===== config.mk =====
export PLATFORM = sky130hd
export DESIGN_NAME = pb_event_gen_flat
export DESIGN_NICKNAME = d
export VERILOG_FILES = /design/src/rtl/pb_event_if.sv /design/src/rtl/pb_event_gen.sv /design/src/flat_wrapper.sv
export SDC_FILE = /design/constraint.sdc
export NUM_CORES = 1
export LEC_CHECK = 0
export ABC_AREA = 0
export BUFFER_PORTS_ARGS = -buffer_cell sky130_fd_sc_hd__buf_2
export CAP_MARGIN = 10
export CORE_MARGIN = 1
export CORE_UTILIZATION = 65
export DETAILED_ROUTE_END_ITERATION = 10
export GPL_TIMING_DRIVEN = 0
export PLACE_DENSITY = 0.83
export SLEW_MARGIN = 0
export SYNTH_ARGS = -nofsm -noshare
export SYNTH_HDL_FRONTEND = slang
export SYNTH_SLANG_ARGS = --single-unit

===== constraint.sdc =====
create_clock -name clk -period 11.3 [get_ports clk]
set_input_delay 1.13 -clock clk [delete_from_list [all_inputs] [get_ports clk]]
set_output_delay 1.13 -clock clk [all_outputs]
set_load 0.05 [all_outputs]

===== src/rtl/pb_event_if.sv =====
// Button-level and event bundle between the debouncer bank, the event generator
// and the game control logic.
interface pb_event_if #(
  parameter int NBTN = 4
) ();
  logic [NBTN-1:0] pb_level;
  logic [NBTN-1:0] press;
  logic [NBTN-1:0] rel;
  logic [NBTN-1:0] rep;
  logic [NBTN-1:0] long_press;
  logic [NBTN-1:0] held;

  modport master (
    output pb_level,
    input  press,
    input  rel,
    input  rep,
    input  long_press,
    input  held
  );

  modport slave (
    input  pb_level,
    output press,
    output rel,
    output rep,
    output long_press,
    output held
  );
endinterface


===== src/rtl/pb_event_gen.sv =====
// Turns debounced button levels into single-cycle press/release/auto-repeat/long-press
// events, one independent channel per button, all paced by a shared hold-tick prescaler.
module pb_event_gen #(
  parameter int NBTN        = 4,
  parameter int TICK_DIV    = 50000,
  parameter int REPEAT_DLY  = 500,
  parameter int REPEAT_RATE = 100,
  parameter int LONG_TICKS  = 1000
) (
  input  logic     clk,
  input  logic     rst,
  pb_event_if.slave bus
);

  localparam int MAX_DR = (REPEAT_DLY > REPEAT_RATE) ? REPEAT_DLY : REPEAT_RATE;
  localparam int MAXP   = (MAX_DR > LONG_TICKS) ? MAX_DR : LONG_TICKS;
  localparam int HW     = $clog2(MAXP + 1) + 1;
  localparam int PW     = (TICK_DIV > 1) ? $clog2(TICK_DIV) : 1;

  localparam logic [PW-1:0] C_TLAST = PW'(TICK_DIV - 1);
  localparam logic [HW-1:0] C_DLY   = HW'(REPEAT_DLY);
  localparam logic [HW-1:0] C_RATE  = HW'(REPEAT_RATE);
  localparam logic [HW-1:0] C_LONG  = HW'(LONG_TICKS);
  localparam logic [HW-1:0] C_HMAX  = '1;

  typedef enum logic [1:0] {
    IDLE   = 2'd0,
    HOLD   = 2'd1,
    REPEAT = 2'd2
  } state_t;

  function automatic logic [HW-1:0] sat_inc(input logic [HW-1:0] v);
    return (v == C_HMAX) ? v : v + 1'b1;
  endfunction

  logic [NBTN-1:0] r_lvl_p0;
  logic [NBTN-1:0] r_lvl_p1;
  logic [NBTN-1:0] r_lvl_p2;
  logic [NBTN-1:0] r_press;
  logic [NBTN-1:0] r_rel;
  logic [NBTN-1:0] r_rep;
  logic [NBTN-1:0] r_long;
  logic [PW-1:0]   r_pcnt;
  state_t          r_state [NBTN];
  logic [HW-1:0]   r_hcnt  [NBTN];
  logic [HW-1:0]   r_rcnt  [NBTN];

  logic [NBTN-1:0] w_rise;
  logic [NBTN-1:0] w_fall;
  logic            w_tick;
  logic [HW-1:0]   w_hinc  [NBTN];
  logic [HW-1:0]   w_rinc  [NBTN];

  assign w_rise = r_lvl_p1 & ~r_lvl_p2;
  assign w_fall = ~r_lvl_p1 & r_lvl_p2;
  assign w_tick = (r_pcnt == C_TLAST);

  always_comb begin
    for (int i = 0; i < NBTN; i++) begin
      w_hinc[i] = sat_inc(r_hcnt[i]);
      w_rinc[i] = r_rcnt[i] + 1'b1;
    end
  end

  always_ff @(posedge clk or posedge rst) begin
    if (rst) begin
      r_lvl_p0 <= '0;
      r_lvl_p1 <= '0;
      r_lvl_p2 <= '0;
      r_press  <= '0;
      r_rel    <= '0;
      r_rep    <= '0;
      r_long   <= '0;
      r_pcnt   <= '0;
      for (int i = 0; i < NBTN; i++) begin
        r_state[i] <= IDLE;
        r_hcnt[i]  <= '0;
        r_rcnt[i]  <= '0;
      end
    end else begin
      // p0/p1: metastability synchronizer; p2: one-cycle-old level for edge detect
      r_lvl_p0 <= bus.pb_level;
      r_lvl_p1 <= r_lvl_p0;
      r_lvl_p2 <= r_lvl_p1;
      r_press  <= w_rise;
      r_rel    <= w_fall;
      r_pcnt   <= w_tick ? '0 : r_pcnt + 1'b1;

      for (int i = 0; i < NBTN; i++) begin
        r_rep[i]  <= 1'b0;
        r_long[i] <= 1'b0;
        // A release wins over any tick landing in the same cycle.
        if (w_fall[i]) begin
          r_state[i] <= IDLE;
          r_hcnt[i]  <= '0;
          r_rcnt[i]  <= '0;
        end else begin
          case (r_state[i])
            IDLE: begin
              if (w_rise[i]) begin
                r_state[i] <= HOLD;
                r_hcnt[i]  <= '0;
                r_rcnt[i]  <= '0;
              end
            end
            HOLD: begin
              if (w_tick) begin
                r_hcnt[i] <= w_hinc[i];
                if (w_hinc[i] == C_LONG) r_long[i] <= 1'b1;
                if (w_hinc[i] == C_DLY) begin
                  r_state[i] <= REPEAT;
                  r_rep[i]   <= 1'b1;
                  r_rcnt[i]  <= '0;
                end
              end
            end
            REPEAT: begin
              if (w_tick) begin
                r_hcnt[i] <= w_hinc[i];
                if (w_hinc[i] == C_LONG) r_long[i] <= 1'b1;
                if (w_rinc[i] == C_RATE) begin
                  r_rep[i]  <= 1'b1;
                  r_rcnt[i] <= '0;
                end else begin
                  r_rcnt[i] <= w_rinc[i];
                end
              end
            end
            default: begin
              r_state[i] <= IDLE;
              r_hcnt[i]  <= '0;
              r_rcnt[i]  <= '0;
            end
          endcase
        end
      end
    end
  end

  assign bus.press      = r_press;
  assign bus.rel        = r_rel;
  assign bus.rep        = r_rep;
  assign bus.long_press = r_long;
  assign bus.held       = r_lvl_p2;

endmodule

===== src/flat_wrapper.sv =====
// flat-port wrapper written by rule: the top's interface ports become plain ports
module pb_event_gen_flat 
#(
  parameter int NBTN        = 4,
  parameter int TICK_DIV    = 50000,
  parameter int REPEAT_DLY  = 500,
  parameter int REPEAT_RATE = 100,
  parameter int LONG_TICKS  = 1000
)
  (clk, rst, bus_pb_level, bus_press, bus_rel, bus_rep, bus_long_press, bus_held);
  pb_event_if #(.NBTN(NBTN)) bus_i ();
  input  logic clk;
  input  logic rst;
  input wire logic [$bits(bus_i.pb_level)-1:0] bus_pb_level;
  output wire logic [$bits(bus_i.press)-1:0] bus_press;
  output wire logic [$bits(bus_i.rel)-1:0] bus_rel;
  output wire logic [$bits(bus_i.rep)-1:0] bus_rep;
  output wire logic [$bits(bus_i.long_press)-1:0] bus_long_press;
  output wire logic [$bits(bus_i.held)-1:0] bus_held;
  assign bus_i.pb_level = bus_pb_level;
  assign bus_press = bus_i.press;
  assign bus_rel = bus_i.rel;
  assign bus_rep = bus_i.rep;
  assign bus_long_press = bus_i.long_press;
  assign bus_held = bus_i.held;
  pb_event_gen #(.NBTN(NBTN), .TICK_DIV(TICK_DIV), .REPEAT_DLY(REPEAT_DLY), .REPEAT_RATE(REPEAT_RATE), .LONG_TICKS(LONG_TICKS)) u_core (.clk(clk), .rst(rst), .bus(bus_i));
endmodule

### Word level (Yosys, flattened, before mapping)

Index checks and enable logic that the tools add are counted.

* register bits after elaboration: 140
* input port bits: 6
* output and inout bits: 20

* $add $sub $neg: 9
* equality and inequality tests: 49
* mux-type cells: 105
* bitwise operators: 4
* reductions and logical operators: 20

Operator list (count)
* $mux W11: 36
* $pmux W11 S3: 4
* $add A11 B1 Y11 const B: 8
* $pmux W11 S2: 4
* $ne A3 B1 Y1 const B: 20
* $eq A11 B10 Y1 const B: 4
* $eq A11 B11 Y1 const B: 4
* $eq A11 B7 Y1 const B: 4
* $eq A11 B9 Y1 const B: 4
* $mux W1: 36
* $mux W2: 16
* $reduce_and A4 Y1: 8
* $pmux W2 S3: 4
* $add A16 B1 Y16 const B: 1
* $eq A16 B16 Y1 const B: 1
* $mux W16: 1
* $and A4 B4 Y4: 2
* $eq A2 B1 Y1 const B: 4
* $eq A2 B2 Y1 const B: 4
* $logic_not A2 Y1: 4
* $ne A2 B1 Y1 const B: 4
* $not A4 Y4: 2
* $pmux W1 S2: 4
* $reduce_and A2 Y1: 4
* $reduce_or A2 Y1: 4

### Logic depth before layout (Yosys ltp)

Gate-level depths: netlist of run 1.

* depth in word-level cells: 7
* mapped depth: 10

### Least setup slack after synthesis of run 1

OpenSTA, ideal clock, no wires.

* kind: flip-flop to flip-flop
* start point: register u_core.r_hcnt[11] in the netlist's numbering
* end point: register u_core.r_rcnt[13] in the netlist's numbering
* library setup time: 122 ps
* arrival: 2495 ps
* data required time: 11178 ps
* slack: 8684 ps
* stages on the path, launching flop included: 11
* buffers on the path: 2
* clock period less this slack: 2616 ps
* cells stage by stage: dfrtp_1 > ha_1 > clkbuf_1 > nand2_1 > nor3_1 > xnor2_1 > nor4_2 > a41o_1 > clkbuf_1 > o21ai_0 > a32o_1

* longest elaborated chain between the ends: 5
* elaborated cells on any way between the ends: 6
* those cells by class: add/sub: 1; eq/ne: 3; mux: 1; reduce/logical: 1

RTL lines
* start, declared: RTL line pb_event_gen.sv:45 `logic [HW-1:0] r_hcnt [NBTN];`
* start signal, assigned by index: RTL line pb_event_gen.sv:108 `r_hcnt[i] <= w_hinc[i];`
* start signal, assigned by index: RTL line pb_event_gen.sv:119 `r_hcnt[i] <= w_hinc[i];`
* $add A11 B1 Y11 / $eq A11 B11 Y1 (equally long branches): RTL line pb_event_gen.sv:33 `return (v == C_HMAX) ? v : v + 1'b1;`
* $mux W11 *: RTL line pb_event_gen.sv:33
* $eq A11 B9 Y1 *: RTL line pb_event_gen.sv:110 `if (w_hinc[i] == C_DLY) begin`
* $ne A3 B1 Y1 (no source line) *
* $reduce_and A4 Y1 (no source line) *
* end signal, assigned by index: RTL line pb_event_gen.sv:125 `r_rcnt[i] <= w_rinc[i];`
* end, declared: RTL line pb_event_gen.sv:46 `logic [HW-1:0] r_rcnt [NBTN];`

Every way passes the cells marked *; elsewhere a longest branch is shown, timed or not.
A chain may end at the register's enable or synchronous reset.

### Worst setup path after layout of run 1

* start point: register u_core.r_pcnt[0]
* end point: register u_core.r_hcnt[29] in the netlist's numbering

* longest elaborated chain between the ends: 3

RTL lines
* start, declared: RTL line pb_event_gen.sv:43 `logic [PW-1:0] r_pcnt;`
* start signal, assigned: RTL line pb_event_gen.sv:87 `r_pcnt <= w_tick ? '0 : r_pcnt + 1'b1;`
* $eq A16 B16 Y1: RTL line pb_event_gen.sv:56 `assign w_tick = (r_pcnt == C_TLAST);`
* $ne A3 B1 Y1 (no source line)
* $reduce_and A2 Y1 (no source line)

Every way passes these cells.

==> results.json, run 1 <==
{
  "cts.clk_slew.worst_paths_ps": 60,
  "std_cell_rows": 40,
  "ant_nets": 0,
  "syn_area_um2": 8250,
  "dieHeight_um": 115,
  "clockBufferDepth": 2,
  "drive_gt1_frac": 0.0868,
  "path_cells": "ha_1 > nor4bb_1 > and4_1 > clkbuf_1 > clkbuf_1 > nand2_1 > nor2_1 > clkbuf_1 > a21oi_1 > nor2_1",
  "cts_root_buf": "clkbuf_16",
  "startpoint_type": "register",
  "rsz0062_at_grt": "no",
  "critPathMaxStageDelay_ps": 630,
  "first_iter_violations": 826,
  "clk-insertion-delay-late_ps": 430,
  "fin_nets": 1028,
  "grt_pass1_vias": 6931,
  "wl_per_cell_um": 16.5,
  "area_growth_pct": 12.8,
  "hpwl_um": 12600,
  "grt_max_degree": 76,
  "cts_resized": 0,
  "fmax_ghz": 0.285,
  "powerDensity_nw_per_um2": 145,
  "synth-warning-count": 0,
  "async_reset_ff_frac": 1.00,
  "cts_hold_buf": 0,
  "worstHoldStart": "u_core.r_lvl_p0[0]",
  "via_per_inst": 6.42,
  "overflow": 0,
  "rrSetupSlack_ps": 7790,
  "relSlewSlack": 0.379,
  "period_share": 0.310,
  "antenna_cells": 0,
  "peakVddDrop_uv": 131,
  "place_ws_ps": 7940,
  "vias": 7590,
  "setup_ws_ps": 7790,
  "antenna_found_initial": 0,
  "met3_length_um": 1010,
  "grt_pass1_wl_um": 32700,
  "path_delay_family": "buffers and inverters",
  "ys_types": 76,
  "setup_viol": 0,
  "wl_um": 19600,
  "htreeDepth": 4,
  "whs_endpoint": "u_core.r_lvl_p1[0]",
  "worst_pin_slew_ps": 931,
  "worstPathRequired_ps": 11660,
  "start_util": 0.676,
  "crit_top_cell": "clkbuf_1",
  "ys.flop_type": "dfrtp_1",
  "fillers": 919,
  "topRoutingLayerUsed": "met4",
  "hold_path_depth": 0,
  "stdcell_count": 1182,
  "tns_ps": 0,
  "die_area_um2": 13100,
  "ios": 26,
  "seq_area_frac_synth": 0.425,
  "drcViolationCount": 0,
  "synth_nets": 983,
  "numCtsBuffers": 17,
  "io_buffers": 25,
  "finClkSkew_ps": 7.68,
  "core_region_area_um2": 12200,
  "finalHoldViolCount": 0,
  "dp.cells": 1150,
  "clkSinkCount": 140,
  "grt_usage": 0.316,
  "cp-end-kind": "register",
  "status": "complete, no violations",
  "slew_viol_final": 0,
  "fp.dieW_um": 115,
  "r2r_end": "u_core.r_hcnt[29]",
  "critPathKind": "register to register",
  "syn_area_per_cell_um2": 8.63,
  "synth-edff-count": 0,
  "rr_worst_depth": 10,
  "cts_tree": "built",
  "met2_length_um": 9180,
  "yosysTopAreaCell": "dfrtp_1",
  "synth_top_area_share": 0.425,
  "ys_ff_latch": 140,
  "path_max_fanout": 10,
  "wl_met1_um": 8870,
  "r2r-start": "u_core.r_pcnt[0]",
  "crit_arrival_ps": 3860,
  "synthCells": 956,
  "synth.area.top_cells": "dfrtp_1 42%, o21ai_0 4.4%, nand2_1 4.2%, nor2_1 4.0%, nand3_1 3.8%",
  "power_leakage_nw": 3.96,
  "fin_crit_ps": 3510,
  "cp_num_buf_inv": 3,
  "crit_slowest_cell": "clkbuf_1",
  "gp_congestion": 0.891,
  "hp-class": "register to register",
  "maxCapViolations": 0,
  "cts_setup_buffers": 0,
  "drt_pass1_iterations": 6
}
[final cells by class]
cell class | count | area, µm² | area share
Multi-Input combinational cell | 733 | 4430 | 0.476
Sequential cell | 140 | 3500 | 0.377
Clock buffer | 22 | 474 | 0.0510
Clock inverter | 10 | 210 | 0.0226
Tap cell | 168 | 210 | 0.0226
Buffer | 46 | 179 | 0.0192
Timing Repair Buffer | 26 | 153 | 0.0164
Inverter | 37 | 144 | 0.0155
[metal layers]
metal	track usage	vias up
met5	0	-
met2	0.507	263
met1	0.426	3639
li1	-	3631
met4	0.135	0
met3	0.0545	57
[placed cells by master, fill, tap and decap left out, types with 17 or more instances in the layout]
cell	instances
nor3_1	21
nand3_1	62
nand2_1	92
clkbuf_16	17
inv_1	35
clkbuf_1	42
nand4_1	20
buf_2	30
o21ai_0	72
a31oi_1	20
and3_1	32
a21oi_1	59
nor2_1	89
nand2b_1	20
ha_1	21
dfrtp_1	140
[cell usage after synthesis (7+ instances only)]
cell	number
a21oi_1	59
a31oi_1	20
a32o_1	8
and2_1	7
and3_1	32
and4_1	7
clkbuf_1	40
dfrtp_1	140
ha_1	21
inv_1	36
nand2_1	92
nand2b_1	20
nand3_1	62
nand4_1	20
nor2_1	89
nor3_1	21
nor4_1	15
o21ai_0	72
o21ai_1	12
o31ai_1	16
or3_1	8
or4_1	8
xnor2_1	11
xor2_1	10
[metrics by stage]
step           total power [W]  hold WS, ps   util  cell area, µm²
3_3_place_gp          0.000699          334  0.703            8580
3_5_place_dp          0.000704          339  0.706            8620
2_1_floorplan         0.000662          331      -            8250
6_report               0.00135          350  0.762            9300
4_1_cts                0.00135          355  0.762            9300
5_1_grt                0.00139          357  0.762            9300
[sequential cells by signal, summed over array words and instances, names as in the netlist, 8 cells and up]
signal and count:
u_core.r_hcnt 44, u_core.r_rcnt 44, u_core.r_pcnt 16, u_core.r_state 8
[power breakdown]
part           internal, W  switching, W
Sequential        0.000511    0.00000574
Combinational    0.0000568      0.000129
Clock             0.000432      0.000216
Total              0.00100      0.000350
[cells by family (layout without fill, tap and decap cells)]
logic type                 count (synthesis)  after routing  share of synthesized area
xor gates and xnor gates                  21             21                     0.0223
DFF                                      140            140                      0.425
AOI/OAI and AO/OA                        268            268                      0.213
and+or+nand+nor                          416            416                      0.261
adders and majority gates                 21             21                     0.0319
buffers and inverters                     83            141                     0.0385
muxes                                      7              7                    0.00865
[worst max-delay path by stage]
stage          slack, ps  cells past startpoint                 end        startpoint
6_report            7790                     10   u_core.r_hcnt[29]  u_core.r_pcnt[0]
5_1_grt             7670                     10   u_core.r_hcnt[29]  u_core.r_pcnt[0]
4_1_cts             7880                     10   u_core.r_hcnt[29]  u_core.r_pcnt[0]
3_5_place_dp        7940                     10   u_core.r_hcnt[29]  u_core.r_pcnt[0]
3_3_place_gp        4940                      2   u_core.r_hcnt[22]               rst
2_1_floorplan       6420                      1  u_core.bus.held[0]               rst
No activity file was read; power rests on OpenSTA's default activity.
==> run 2, diff against run 1 <==
--- a/config.mk
+++ b/config.mk
@@ -5,14 +5,14 @@
 export SDC_FILE = /design/constraint.sdc
 export NUM_CORES = 1
 export LEC_CHECK = 0
-export ABC_AREA = 0
+export ABC_AREA = 1
 export BUFFER_PORTS_ARGS = -buffer_cell sky130_fd_sc_hd__buf_2
 export CAP_MARGIN = 10
 export CORE_MARGIN = 1
-export CORE_UTILIZATION = 65
+export CORE_UTILIZATION = 57
 export DETAILED_ROUTE_END_ITERATION = 10
 export GPL_TIMING_DRIVEN = 0
-export PLACE_DENSITY = 0.83
+export PLACE_DENSITY = 0.77
 export SLEW_MARGIN = 0
 export SYNTH_ARGS = -nofsm -noshare
 export SYNTH_HDL_FRONTEND = slang
==> constraint.sdc (replaced) <==
create_clock -name clk -period 2.88 [get_ports clk]
set_input_delay 0.288 -clock clk [delete_from_list [all_inputs] [get_ports clk]]
set_output_delay 0.288 -clock clk [all_outputs]
set_load 0.05 [all_outputs]
==> run 2 against run 1 <==
The flow now finishes with violations (hold timing). Non-clock buffer count shrank 19. Largest power group unchanged. Wire length shrank 6.0%. Synthesized area grew 4.5%. Clock skew grew 2.5 ps. Core utilization shrank 9.8 points. Largest cell class unchanged. Combinational power grew to 7.7 times the previous value. Register-to-register slack lost 7500 ps.
==> results.json, run 2 <==
{
  "critPathKind": "register to register",
  "largestRegisters": "u_core.r_hcnt (44), u_core.r_rcnt (44), u_core.r_pcnt (16)",
  "clock_power_share": 0.398,
  "startpoint_type": "register",
  "slew_viol_final": 0,
  "ios": 26,
  "die_area_um2": 15600,
  "grt_pass1_vias": 7031,
  "relSlewSlack": 0.458,
  "synth_mux_area_frac": 0,
  "powerDensity_nw_per_um2": 610,
  "maxCapViolations": 0,
  "worstPathRequired_ps": 3170,
  "htreeDepth": 4,
  "wl_per_cell_um": 12.7,
  "gp_congestion": 0.880,
  "dieHeight_um": 125,
  "syn_area_per_cell_um2": 7.20,
  "layout_commonest_cell": "nand2_1",
  "cts_resized": 0,
  "synth_top_family_by_area": "simple AND/OR/NAND/NOR gates",
  "start_util": 0.588,
  "rr_worst_depth": 8,
  "multi_input_area_um2": 4350,
  "antenna_cells": 0,
  "status": "finished, violations left",
  "first_iter_violations": 629,
  "worst_pin_slew_ps": 804,
  "final_cell_mix": "380 x nand2_1, 159 x inv_1, 140 x dfrtp_1, 123 x nor2_1, 89 x nand3_1",
  "hold_ws_ps": -1.47,
  "tns_ps": 0,
  "antenna_found_initial": 0,
  "setup_ws_ps": 311,
  "fin_crit_ps": 2570,
  "grt_usage": 0.252,
  "hp-class": "input port to async pin",
  "intPower_w": 0.00400,
  "cts.clk_slew.worst_paths_ps": 60,
  "drive_gt1_frac": 0.0913,
  "yosysTopAreaCell": "dfrtp_1",
  "grt_max_degree": 42,
  "met3_length_um": 792,
  "via_per_inst": 5.35,
  "crit_arrival_ps": 2860,
  "cts_hold_buf": 4,
  "switching_share": 0.325,
  "clk-insertion-delay-late_ps": 430,
  "ys_ff_latch": 140,
  "synth_adder_area_share": 0.0305,
  "ys_types": 40,
  "hpwl_um": 13100,
  "wl_met1_um": 8780,
  "power_leakage_nw": 4.75,
  "io_buffers": 25,
  "async_reset_ff_frac": 1.00,
  "synthCells": 1196,
  "period_share": 0.892,
  "ys_top_cells_by_count": "380 x nand2_1, 160 x inv_1, 140 x dfrtp_1, 123 x nor2_1, 89 x nand3_1",
  "cp-end-kind": "register",
  "clkSinkCount": 140,
  "area_growth_pct": 12.7,
  "syn_area_um2": 8620,
  "drt_pass1_iterations": 5,
  "design_area_um2": 9710,
  "grt_pass1_wl_um": 32100,
  "core_region_area_um2": 14600,
  "synth_nets": 1223,
  "fillers": 1267,
  "synth.area.top_cells": "dfrtp_1 41%, nand2_1 17%, inv_1 7.0%, nor2_1 5.4%, nand3_1 5.2%",
  "synth-warning-count": 0,
  "cts_tree": "built",
  "ys.flop_type": "dfrtp_1",
  "rsz0062_at_grt": "no",
  "synth_compound_area_frac": 0.0701,
  "register_area_um2": 3500,
  "synth_top_area_share": 0.407,
  "p_switching_w": 0.00193,
  "p_comb_frac": 0.242,
  "setup_viol": 0,
  "place_ws_ps": 297,
  "synth_simple_gate_area_share": 0.377,
  "topRoutingLayerUsed": "met4",
  "wl_um": 18400,
  "numCtsBuffers": 17,
  "ant_nets": 0,
  "path_max_fanout": 6,
  "power_frac_seq": 0.360,
  "clockBufferDepth": 2,
  "seq_area_frac_synth": 0.407,
  "finalHoldViolCount": 3,
  "vias": 7721,
  "drcViolationCount": 0,
  "std_cell_rows": 44,
  "synth_xor_xnor_area_share": 0.0274,
  "cts_setup_buffers": 0,
  "placed_cell_area_um2": 9040,
  "fin_nets": 1274,
  "overflow": 0,
  "peakVddDrop_uv": 421,
  "violations": "hold timing",
  "met2_length_um": 8580,
  "fmax_ghz": 0.389,
  "cts_root_buf": "clkbuf_16",
  "fp.dieW_um": 125,
  "finClkSkew_ps": 10.2,
  "synth-edff-count": 0,
  "yosysMostFrequentCell": "nand2_1"
}
## run 2: cell count changes in the layout (fill, tap and decap cells not counted), moves of 12 or more
cell      delta
a21oi_1     -31
a31oi_1     -18
and3_1      -29
clkbuf_1    -37
inv_1      +124
nand2_1    +288
nand2b_1    -20
nand3_1     +27
nand4_1     +40
nor2_1      +34
o21ai_0     -31
o21ai_1     -12
o31ai_1     -16
## run 2: path summary, 6_finish.rpt
check | startpoint | end | slack [ps]
max in group asynchronous | rst | u_core.r_rcnt[2] | 1970
hold / removal | rst | u_core.r_rcnt[38] | -1
min in group clk | u_core.r_lvl_p0[0] | u_core.r_lvl_p1[0] | 350
hold reg to reg | u_core.r_lvl_p0[0] | u_core.r_lvl_p1[0] | 350
setup reg to reg | u_core.r_pcnt[0] | u_core.r_hcnt[33] | 310
setup / recovery | u_core.r_pcnt[0] | u_core.r_hcnt[33] | 310
## run 2: area by class of cell
| class | instances | share of cell area |
|---|---|---|
| multi-input combinational | 872 | 0.448 |
| sequential | 140 | 0.361 |
| inverter | 163 | 0.0634 |
| clock buffer | 22 | 0.0488 |
| tap | 184 | 0.0237 |
| timing repair buffer | 32 | 0.0232 |
| clock inverter | 10 | 0.0167 |
| buffer | 21 | 0.0157 |
## run 2: per-stage QoR
stage	hold WS (ps)	util	power, W	cells
after floorplan	319	-	0.00323	1196
after global placement	332	0.613	0.00356	1405
after detailed placement	335	0.617	0.00359	1408
after CTS	28.6	0.663	0.00596	1444
after global routing	65.1	0.663	0.00625	1444
final	-1.47	0.663	0.00593	1444
## run 2: kinds of logic after synthesis
kind of cell             Yosys count
AO/OA/AOI/OAI                    102
buffers and inverters            184
flip-flops                       140
XOR/XNOR                          27
AND/OR/NAND/NOR                  722
adder cells (fa/ha/maj)           21
## run 2: power groups by stage
stage / clock (W) / sequential, W / combinational [W]
after floorplan: 0 / 0.00218 / 0.00105
after global placement: 0 / 0.00216 / 0.00140
after detailed placement: 0 / 0.00216 / 0.00143
after CTS: 0.00239 / 0.00213 / 0.00144
after global routing: 0.00248 / 0.00215 / 0.00162
final: 0.00236 / 0.00213 / 0.00144
## run 2: worst max-delay path, stage by stage (launching register included)
cell,delay [ps]
dfrtp_1,370
ha_1,190
nand3_1,130
inv_1,130
nand4_1,100
nor3_1,620
o21ai_0,470
inv_1,310
o21ai_0,120
## run 2: per-layer routing
| metal | up-vias | global-route usage |
|---|---|---|
| met5 | - | 0 |
| met4 | 0 | 0.0789 |
| met2 | 169 | 0.403 |
| met1 | 3567 | 0.350 |
| met3 | 24 | 0.0492 |
| li1 | 3961 | - |
==> run 3, diff against run 2 <==
--- a/config.mk
+++ b/config.mk
@@ -5,14 +5,13 @@
 export SDC_FILE = /design/constraint.sdc
 export NUM_CORES = 1
 export LEC_CHECK = 0
-export ABC_AREA = 1
 export BUFFER_PORTS_ARGS = -buffer_cell sky130_fd_sc_hd__buf_2
 export CAP_MARGIN = 10
 export CORE_MARGIN = 1
-export CORE_UTILIZATION = 57
+export CORE_UTILIZATION = 30
 export DETAILED_ROUTE_END_ITERATION = 10
 export GPL_TIMING_DRIVEN = 0
-export PLACE_DENSITY = 0.77
+export PLACE_DENSITY_LB_ADDON = 0.05
 export SLEW_MARGIN = 0
 export SYNTH_ARGS = -nofsm -noshare
 export SYNTH_HDL_FRONTEND = slang
==> run 3 against run 2 <==
The flow now finishes without violations. Combinational power fell by 45%. Design area barely moved. Die area rose by 80%. Sequential power fell by 5%. Highest routed layer unchanged. Count of clock-buffer cells in the layout fell by 4. Critical path type unchanged. Core utilization fell by 30 points. Clock power fell by 8%.
==> results.json, run 3 (synthesis gave the netlist of run 1 again) <==
{
  "status": "complete, no violations",
  "slew_viol_final": 0,
  "power_w": 0.00498,
  "critPathMaxStageDelay_ps": 400,
  "powerDensity_nw_per_um2": 513,
  "clk-insertion-delay-late_ps": 430,
  "wl_per_cell_um": 16.0,
  "wl_um": 21900,
  "cts_root_buf": "clkbuf_16",
  "fmax_ghz": 0.366,
  "fp.dieW_um": 168,
  "htreeDepth": 4,
  "dieHeight_um": 168,
  "area_growth_pct": 17.7,
  "core_region_area_um2": 27000,
  "postLayoutCoreUtil": 0.360,
  "crit_arrival_ps": 3020,
  "gp_congestion": 0.763,
  "cts.clk_slew.worst_paths_ps": 70,
  "hp-class": "input port to async pin",
  "path_delay_family": "compound AO/OA/AOI/OAI gates",
  "grt_pass1_wl_um": 37700,
  "via_per_inst": 5.25,
  "worstPathRequired_ps": 3170,
  "finClkSkew_ps": 13.0,
  "layout_commonest_cell": "dfrtp_1",
  "vias": 7155,
  "maxCapViolations": 0,
  "power_leakage_nw": 4.07,
  "switching_share": 0.288,
  "period_share": 0.948,
  "numCtsBuffers": 17,
  "cp_num_buf_inv": 1,
  "hpwl_um": 15300,
  "grt_pass1_vias": 7203,
  "antenna_cells": 0,
  "clkSinkCount": 140,
  "first_iter_violations": 447,
  "final_cell_mix": "136 x dfrtp_1, 91 x nand2_1, 88 x nor2_1, 70 x o21ai_0, 60 x nand3_1",
  "placed_cell_area_um2": 8880,
  "io_buffers": 25,
  "largestRegisters": "u_core.r_hcnt (44), u_core.r_rcnt (44), u_core.r_pcnt (16)",
  "drcViolationCount": 0,
  "antenna_found_initial": 0,
  "intPower_w": 0.00355,
  "clockBufferDepth": 2,
  "design_area_um2": 9710,
  "critPathKind": "register to register",
  "ios": 26,
  "std_cell_rows": 60,
  "startpoint_type": "register",
  "overflow": 0,
  "cp-end-kind": "register",
  "clock_power_share": 0.435,
  "path_cells": "ha_1 > nor4bb_2 > and4_4 > o2111ai_1 > o31a_1 > o21a_1 > buf_2 > o21ai_0 > o41ai_1",
  "dp.cells": 1326,
  "p_switching_w": 0.00143,
  "power_frac_seq": 0.407,
  "p_comb_frac": 0.159,
  "stdcell_count": 1364,
  "die_area_um2": 28200,
  "peakVddDrop_uv": 381,
  "drive_gt1_frac": 0.133,
  "cts_tree": "built",
  "start_util": 0.306,
  "relSlewSlack": 0.409,
  "crit_slowest_cell": "nor4bb_2",
  "grt_max_degree": 36,
  "ant_nets": 0,
  "worst_pin_slew_ps": 887,
  "fin_nets": 1038,
  "fin_crit_ps": 2730,
  "drt_pass1_iterations": 5,
  "path_max_fanout": 10,
  "finalHoldViolCount": 0,
  "setup_viol": 0,
  "grt_usage": 0.165
}
## run 3: layout make-up
| cell class | count | area, µm² |
|---|---|---|
| multi-input cells | 733 | 4550 |
| repair buffers | 45 | 335 |
| clock buffers | 18 | 429 |
| well taps | 341 | 427 |
| clock inverters | 13 | 146 |
| inverters | 37 | 143 |
| plain buffers | 37 | 170 |
| flip-flops and latches | 140 | 3510 |
| fillers | 2782 | 17200 |
## run 3: per-layer routing
layer,share of wire,vias up,GRT usage
met5,0,-,0
met4,0.010,0,0.0423
met3,0.019,13,0.0287
met2,0.46,65,0.263
met1,0.51,3434,0.230
li1,-,3643,-
## run 3: power groups by stage
stage | clock [W] | sequential, W | combinational, W
5_1_grt | 0.00234 | 0.00203 | 0.000891
2_1_floorplan | 0 | 0.00209 | 0.000508
4_1_cts | 0.00227 | 0.00203 | 0.000774
3_5_place_dp | 0 | 0.00206 | 0.000743
6_report | 0.00217 | 0.00203 | 0.000791
3_3_place_gp | 0 | 0.00207 | 0.000738
## run 3: worst register-to-register path, cell delays in order (launching register included)
cell and delay, ps:
dfrtp_1 390, ha_1 230, nor4bb_2 400, and4_4 400, o2111ai_1 150, o31a_1 380
o21a_1 220, buf_2 180, o21ai_0 160, o41ai_1 100
## run 3: final timing paths
kind | startpoint | end | slack [ps] | depth (start not counted)
setup / recovery | u_core.r_pcnt[0] | u_core.r_rcnt[31] | 150 | 9
hold / removal | rst | u_core.r_hcnt[16] | 10 | 2
setup reg to reg | u_core.r_pcnt[0] | u_core.r_rcnt[31] | 150 | 9
hold reg to reg | u_core.r_lvl_p0[1] | u_core.r_lvl_p1[1] | 350 | 0
max in group asynchronous | rst | u_core.r_hcnt[22] | 2020 | 4
min in group clk | u_core.r_lvl_p0[1] | u_core.r_lvl_p1[1] | 350 | 0
## run 3: stage by stage
step | TNS (ps) | hold slack, ps | setup slack [ps]
after floorplan | 0 | 319 | 264
after global placement | -70840 | 336 | -656
after detailed placement | -25670 | 336 | -629
after CTS | 0 | 34.5 | 14.7
after global routing | -145 | 67.1 | -43.6
final | 0 | 14.0 | 151
## run 3: repair_timing
| item | in CTS | in global routing |
|---|---|---|
| endpoints found under the setup margin | 96 | 47 |
| pin swaps | 3 | 9 |
| setup buffers | 2 | 10 |
| endpoints found under the hold margin | 4 | 0 |
| hold buffers | 4 | 0 |
| resized for setup | 18 | 35 |
